## src/rtl/lfsr_gen.sv

```systemverilog
// Run-time configurable LFSR (Fibonacci or Galois) with period measurement,
// return-to-seed pulse, no-return detection and lock-up detection.
module lfsr_gen #(
   parameter  int unsigned N  = 8,
   localparam int unsigned CW = N + 1
) (
   input  logic          clk,
   input  logic          reset,
   input  logic          load_seed,
   input  logic [N-1:0]  seed_data,
   input  logic [N-1:0]  taps_in,
   input  logic          mode_in,
   input  logic          step,
   output logic [N-1:0]  lfsr_data,
   output logic          lfsr_done,
   output logic [CW-1:0] period_out,
   output logic          period_valid,
   output logic          no_return,
   output logic          lock_err
);

   localparam logic [CW-1:0] CNT_FULL = {1'b1, {N{1'b0}}};

   logic [N-1:0]  state_q, state_d;
   logic [N-1:0]  seed_q, seed_d;
   logic [N-1:0]  taps_q, taps_d;
   logic          mode_q, mode_d;
   logic [CW-1:0] count_q, count_d;
   logic [CW-1:0] period_q, period_d;
   logic          done_q, done_d;
   logic          pvalid_q, pvalid_d;
   logic          noret_q, noret_d;
   logic          lock_q, lock_d;

   logic [N-1:0]  fib_next_c;
   logic [N-1:0]  gal_next_c;
   logic [N-1:0]  next_c;
   logic [CW-1:0] count_inc_c;

   // Successor state for both topologies; mode selects which one is used.
   always_comb begin
      fib_next_c  = {state_q[N-2:0], ^(state_q & taps_q)};
      gal_next_c  = {state_q[N-2:0], 1'b0} ^ (state_q[N-1] ? taps_q : '0);
      next_c      = mode_q ? gal_next_c : fib_next_c;
      count_inc_c = count_q + CW'(1);
   end

   always_comb begin
      state_d  = state_q;
      seed_d   = seed_q;
      taps_d   = taps_q;
      mode_d   = mode_q;
      count_d  = count_q;
      period_d = period_q;
      done_d   = 1'b0;
      pvalid_d = pvalid_q;
      noret_d  = noret_q;
      lock_d   = lock_q;

      if (load_seed) begin
         state_d  = seed_data;
         seed_d   = seed_data;
         taps_d   = taps_in;
         mode_d   = mode_in;
         count_d  = '0;
         period_d = '0;
         pvalid_d = 1'b0;
         noret_d  = 1'b0;
         lock_d   = 1'b0;
      end else if (step) begin
         state_d = next_c;
         if (next_c == '0) begin
            lock_d = 1'b1;
         end
         // Measurement runs only until the first return or the no-return verdict.
         if (!pvalid_q && !noret_q) begin
            if (count_q != CNT_FULL) begin
               count_d = count_inc_c;
            end
            if (next_c == seed_q) begin
               done_d   = 1'b1;
               period_d = count_inc_c;
               pvalid_d = 1'b1;
            end else if (count_inc_c == CNT_FULL) begin
               noret_d = 1'b1;
            end
         end
      end
   end

   always_ff @(posedge clk or negedge reset) begin
      if (!reset) begin
         state_q  <= '0;
         seed_q   <= '0;
         taps_q   <= '0;
         mode_q   <= 1'b0;
         count_q  <= '0;
         period_q <= '0;
         done_q   <= 1'b0;
         pvalid_q <= 1'b0;
         noret_q  <= 1'b0;
         lock_q   <= 1'b0;
      end else begin
         state_q  <= state_d;
         seed_q   <= seed_d;
         taps_q   <= taps_d;
         mode_q   <= mode_d;
         count_q  <= count_d;
         period_q <= period_d;
         done_q   <= done_d;
         pvalid_q <= pvalid_d;
         noret_q  <= noret_d;
         lock_q   <= lock_d;
      end
   end

   assign lfsr_data    = state_q;
   assign lfsr_done    = done_q;
   assign period_out   = period_q;
   assign period_valid = pvalid_q;
   assign no_return    = noret_q;
   assign lock_err     = lock_q;

endmodule

```

## config.mk

```make
export PLATFORM = sky130hd
export DESIGN_NAME = lfsr_gen
export DESIGN_NICKNAME = d
export VERILOG_FILES = /design/src/rtl/lfsr_gen.sv
export SDC_FILE = /design/constraint.sdc
export NUM_CORES = 1
export LEC_CHECK = 0
export CAP_MARGIN = 25
export CORE_UTILIZATION = 50
export DETAILED_ROUTE_END_ITERATION = 16
export GPL_ROUTABILITY_DRIVEN = 0
export GPL_TIMING_DRIVEN = 0
export HOLD_SLACK_MARGIN = 0.1
export PLACE_DENSITY = 0.75
export SLEW_MARGIN = 20
export SYNTH_ARGS = -nofsm -noshare
export SYNTH_HDL_FRONTEND = slang
export SYNTH_SLANG_ARGS = --single-unit
```

## constraint.sdc

```tcl
create_clock -name clk -period 5.3 [get_ports clk]
set_input_delay 1.59 -clock clk [delete_from_list [all_inputs] [get_ports clk]]
set_output_delay 1.59 -clock clk [all_outputs]
set_load 0.05 [all_outputs]
```

; Yosys cells after proc, flatten, opt, wreduce, memory -nomap -nowiden
; Index checks and enable logic that the tools add are counted.
[totals]
elab_cells = 60
out_inout_bits = 21
inputBits = 21
register_bits = 47
[classes]
addsub = 1
eq_ne = 4
n_bitwise = 2
reduce_logical = 15
muxes = 28
[op_table]
columns = cell, n
row1 = $mux W9, 8
row2 = $mux W8, 4
row3 = $mux W1, 16
row4 = $reduce_bool A2 Y1, 6
row5 = $add A9 B1 Y9 const B, 1
row6 = $eq A9 B9 Y1 const B, 1
row7 = $ne A9 B9 Y1 const B, 1
row8 = $and A8 B8 Y8, 1
row9 = $eq A8 B8 Y1, 1
row10 = $logic_not A8 Y1, 1
row11 = $reduce_xor A8 Y1, 1
row12 = $xor A8 B8 Y8, 1
row13 = $reduce_and A3 Y1, 2
row14 = $reduce_and A4 Y1, 1
row15 = $logic_not A1 Y1, 2
row16 = $ne A2 B2 Y1 const B, 1
row17 = $reduce_and A2 Y1, 1
row18 = $logic_and A1 B1 Y1, 1

; Logic depth before layout (Yosys ltp)
[depth]
ltp_word = 8
mapped_depth = 9

; Least setup slack after synthesis
; Ideal clock, no wire load.
[synth_path]
path_kind = input to register
startpoint = input port step
endpoint = register count_q[4]
path_slack_ns = 2.549
setup_time_ns = 0.132
arrival_ns = 2.619
required_time_ns = 5.168
cell_stages = 6
path_buffers = 1
cell_sequence = clkbuf_8 > nand3_1 > a41oi_1 > nand4_1 > xor2_1 > nor2_1
[synth_between]
elab_chain_cells = 2
[synth_lines]
columns = item, line
row1 = start: declaration, 13  ; input logic step,
row2 = $reduce_bool A2 Y1 (no line), --
row3 = $reduce_and A3 Y1 (no line), --
row4 = end signal: assignment, 108  ; count_q <= count_d;
row5 = end: declaration, 28  ; logic [CW-1:0] count_q, count_d;
; Every way passes these cells.
; A chain may end at the register's enable or synchronous reset.

; Worst setup path in the final report
[layout_path]
startpoint = register state_q[1] (netlist: lfsr_data[1])
endpoint = output port lfsr_data[1]
[layout_lines]
columns = item, line
row1 = start: declaration, 24  ; logic [N-1:0] state_q, state_d;
row2 = start signal: assignment, 104  ; state_q <= state_d;
row3 = end: declaration, 14  ; output logic [N-1:0] lfsr_data,
; No word-level cell between the ends.

==> impl_metrics.env <==
export IMPL_cts_path_max_buffers=2
export IMPL_cts_tree="yes"
export IMPL_vias_per_cell=5.59
export IMPL_die_area_um2=5980
export IMPL_worstPathMaxFanout=7
export IMPL_switchingPower_w=0.000314
export IMPL_worst_path_largest_cell_delay_ps=860
export IMPL_vdd_ir_drop_max_v=0.000139
export IMPL_area_growth_pct=20.3
export IMPL_cp_arrival_ps=1690
export IMPL_worstMarginPinSlew_ps=688
export IMPL_pre_cts_ws_ps=2130
export IMPL_synthSimpleGateAreaFrac_pct=18.3
export IMPL_diodes=0
export IMPL_required_ps=3710
export IMPL_grt_usage_pct=22.8
export IMPL_vias=2361
export IMPL_grt_pass1_wl_mm=10.6
export IMPL_initial_core_util_pct=51.8
export IMPL_drv_cap=0
export IMPL_cp_start_kind="flop"
export IMPL_seqPwrFrac_pct=45.1
export IMPL_leakage_nw=1.39
export IMPL_final_cell_mix="dfrtp_1, clkdlybuf4s50_1, nand2_1"
export IMPL_worstReg2RegStart="count_q[0]"
export IMPL_crit_type="flop to output port"
export IMPL_internal_power_w=0.000593
export IMPL_fmax_mhz=305
export IMPL_ctsHoldBuffers=0
export IMPL_layout_commonest_cell="dfrtp_1"
export IMPL_timing_final_ws_setup_ps=2020
export IMPL_finClkSkew_ps=5.97
export IMPL_cts_sinks=47
export IMPL_combPwrFrac_pct=31.3
export IMPL_finalSetupViolCount=0
export IMPL_hold_start="lock_err"
export IMPL_grt_pass1_vias=2170
export IMPL_port_buffers=39
export IMPL_totalNegativeSetupSlack_ps=0
export IMPL_critical_path_top_delay_family="buffers and inverters"
export IMPL_synthDistinctLibCells=51
export IMPL_layout_nets=372
export IMPL_synth_fp_nets=325
export IMPL_drive_gt1_share_pct=11.7
export IMPL_cts_htree_levels=2
export IMPL_drt_first_pass_iters=4
export IMPL_drt_iter0_markers=156
export IMPL_path_clk_slew_ps=90
export IMPL_end_kind="output port"
export IMPL_synthMuxAreaShare_pct=5.34
export IMPL_power_switching_share_pct=34.6
export IMPL_ios=42
export IMPL_grt_max_degree=31
export IMPL_hold_viol=0
export IMPL_synth_xor_area_share_pct=11.7
export IMPL_netlist_area_um2=2840
export IMPL_worst_path_buf_inv=1
export IMPL_syn_area_per_cell_um2=9.39
export IMPL_pwr_share_clk_pct=23.6
export IMPL_post_cts_buffers=0
export IMPL_post_cts_resized=0
export IMPL_rows=27
export IMPL_crit_chain="clkdlybuf4s50_1"
export IMPL_drc=0
export IMPL_fillers=493
export IMPL_die_w_um=77.3
export IMPL_yosys_warnings=0
export IMPL_whs_ps=528
export IMPL_seq_area_frac_synth_pct=41.5
export IMPL_synth_top_family_by_area="simple AND/OR/NAND/NOR gates"
export IMPL_period_share_pct=61.9
export IMPL_synthAdderAreaFrac_pct=0.882
export IMPL_antenna_found_initial=0
export IMPL_status="finished clean"
export IMPL_synth_seq_cells=47
export IMPL_synth_compound_area_share_pct=14.0
export IMPL_clk_latency_ps=300
export IMPL_cts_buffers=5
export IMPL_min_path_type="flop to flop"
export IMPL_dp_hpwl_mm=4.65
export IMPL_period_minus_slack_ps=3280
export IMPL_crit_start="lfsr_data[1]"
export IMPL_die_h_um=77.3
export IMPL_ant_nets=0
export IMPL_wire_per_inst_um=15.2
export IMPL_rsz0062_at_grt="false"
export IMPL_report_final_slew_viol_count=0
export IMPL_netlist_instances=302
export IMPL_relSlewSlack_pct=53.5
export IMPL_cts_root_buf="clkbuf_8"
export IMPL_powerDensity_nw_per_um2=266
export IMPL_crit_path_top_delay_cell="clkdlybuf4s50_1"
export IMPL_wl_mm=6.41
export IMPL_core_area_um2=5470
export IMPL_overflow=0
Yosys cell counts (all sizes together):
master | count | area, um^2
o31ai | 3 | 22.5
mux2 | 9 | 101
nor4 | 3 | 18.8
nand3b | 1 | 7.51
inv | 15 | 56.3
o32ai | 1 | 8.76
o311ai | 1 | 8.76
o211ai | 3 | 27.5
nor3b | 1 | 7.51
nand3 | 19 | 95.1
and2 | 2 | 13.8
a22oi | 1 | 7.51
nand2 | 34 | 140
nor2 | 19 | 71.3
a311oi | 1 | 8.76
o32a | 1 | 10.0
o2bb2ai | 1 | 8.76
nor3 | 6 | 46.3
a21oi | 8 | 40.0
a211o | 1 | 8.76
ha | 2 | 25.0
o21ai | 21 | 105
a41oi | 1 | 8.76
xnor2 | 20 | 183
buf | 9 | 87.6
and3 | 5 | 33.8
or4 | 1 | 7.51
nand4 | 7 | 43.8
nand2b | 2 | 12.5
a211oi | 5 | 37.5
a32oi | 2 | 17.5
o22ai | 1 | 6.26
or3 | 2 | 12.5
o211a | 2 | 20.0
nor4b | 1 | 8.76
xor2 | 17 | 149
mux2i | 5 | 50.1
dfrtp | 47 | 1180
clkbuf | 14 | 92.6
a31oi | 8 | 50.1
metrics by stage:
stage	std cells	total power, W	area, um^2	util, %
after floorplan	302	0.000615	2840	-
after global placement	413	0.000689	3320	60.6
after detailed placement	414	0.000696	3330	60.9
after CTS	422	0.000912	3410	62.4
after global routing	422	0.000955	3410	62.4
final	422	0.000907	3410	62.4
worst paths after layout:
check,slack (ps),depth (start not counted),endpoint
worst max-delay path,2020,1,lfsr_data[1]
worst min-delay path,530,2,lock_err
worst max register to register,3120,9,no_return
worst min register to register,530,2,lock_err
max in group asynchronous,3580,2,count_q[1]
min in group asynchronous,1210,1,period_out[2]
cells by family after synthesis:
kind of cell	Yosys count
simple gates	103
fa+ha+maj	2
flops	47
buf+inv	38
compound gates	61
mux	14
xor+xnor	37
routing by layer:
layer | GRT usage, % | wire length [um] | vias to the layer above
met1 | 34.1 | 3120 | 1117
met3 | 4.05 | 384 | 6
li1 | - | - | 1152
met4 | 8.30 | 72 | 0
met5 | 0 | 0 | -
met2 | 32.6 | 2830 | 86
cell type report:
cell class | instances | area (um^2) | share of cell area, %
multi-input combinational | 217 | 1420 | 41.7
sequential | 47 | 1180 | 34.5
timing repair buffer | 40 | 405 | 11.9
buffer | 23 | 180 | 5.28
tap | 72 | 90.1 | 2.64
clock buffer | 7 | 76.3 | 2.24
inverter | 15 | 56.3 | 1.65
clock inverter | 1 | 5.00 | 0.147
sequential cells by signal, summed over array words and instances, names as in the netlist:
name          count
taps_q            8
count_q           9
period_out        9
lock_err          1
seed_q            8
lfsr_data         8
period_valid      1
no_return         1
mode_q            1
lfsr_done         1
power groups by stage:
stage | logic, W | registers [W] | clock network (W)
2_1_floorplan | 0.000176 | 0.000439 | 0
3_3_place_gp | 0.000274 | 0.000414 | 0
3_5_place_dp | 0.000281 | 0.000415 | 0
4_1_cts | 0.000282 | 0.000408 | 0.000221
5_1_grt | 0.000306 | 0.000413 | 0.000237
6_report | 0.000284 | 0.000409 | 0.000214
(Power assumes the default switching activity.)
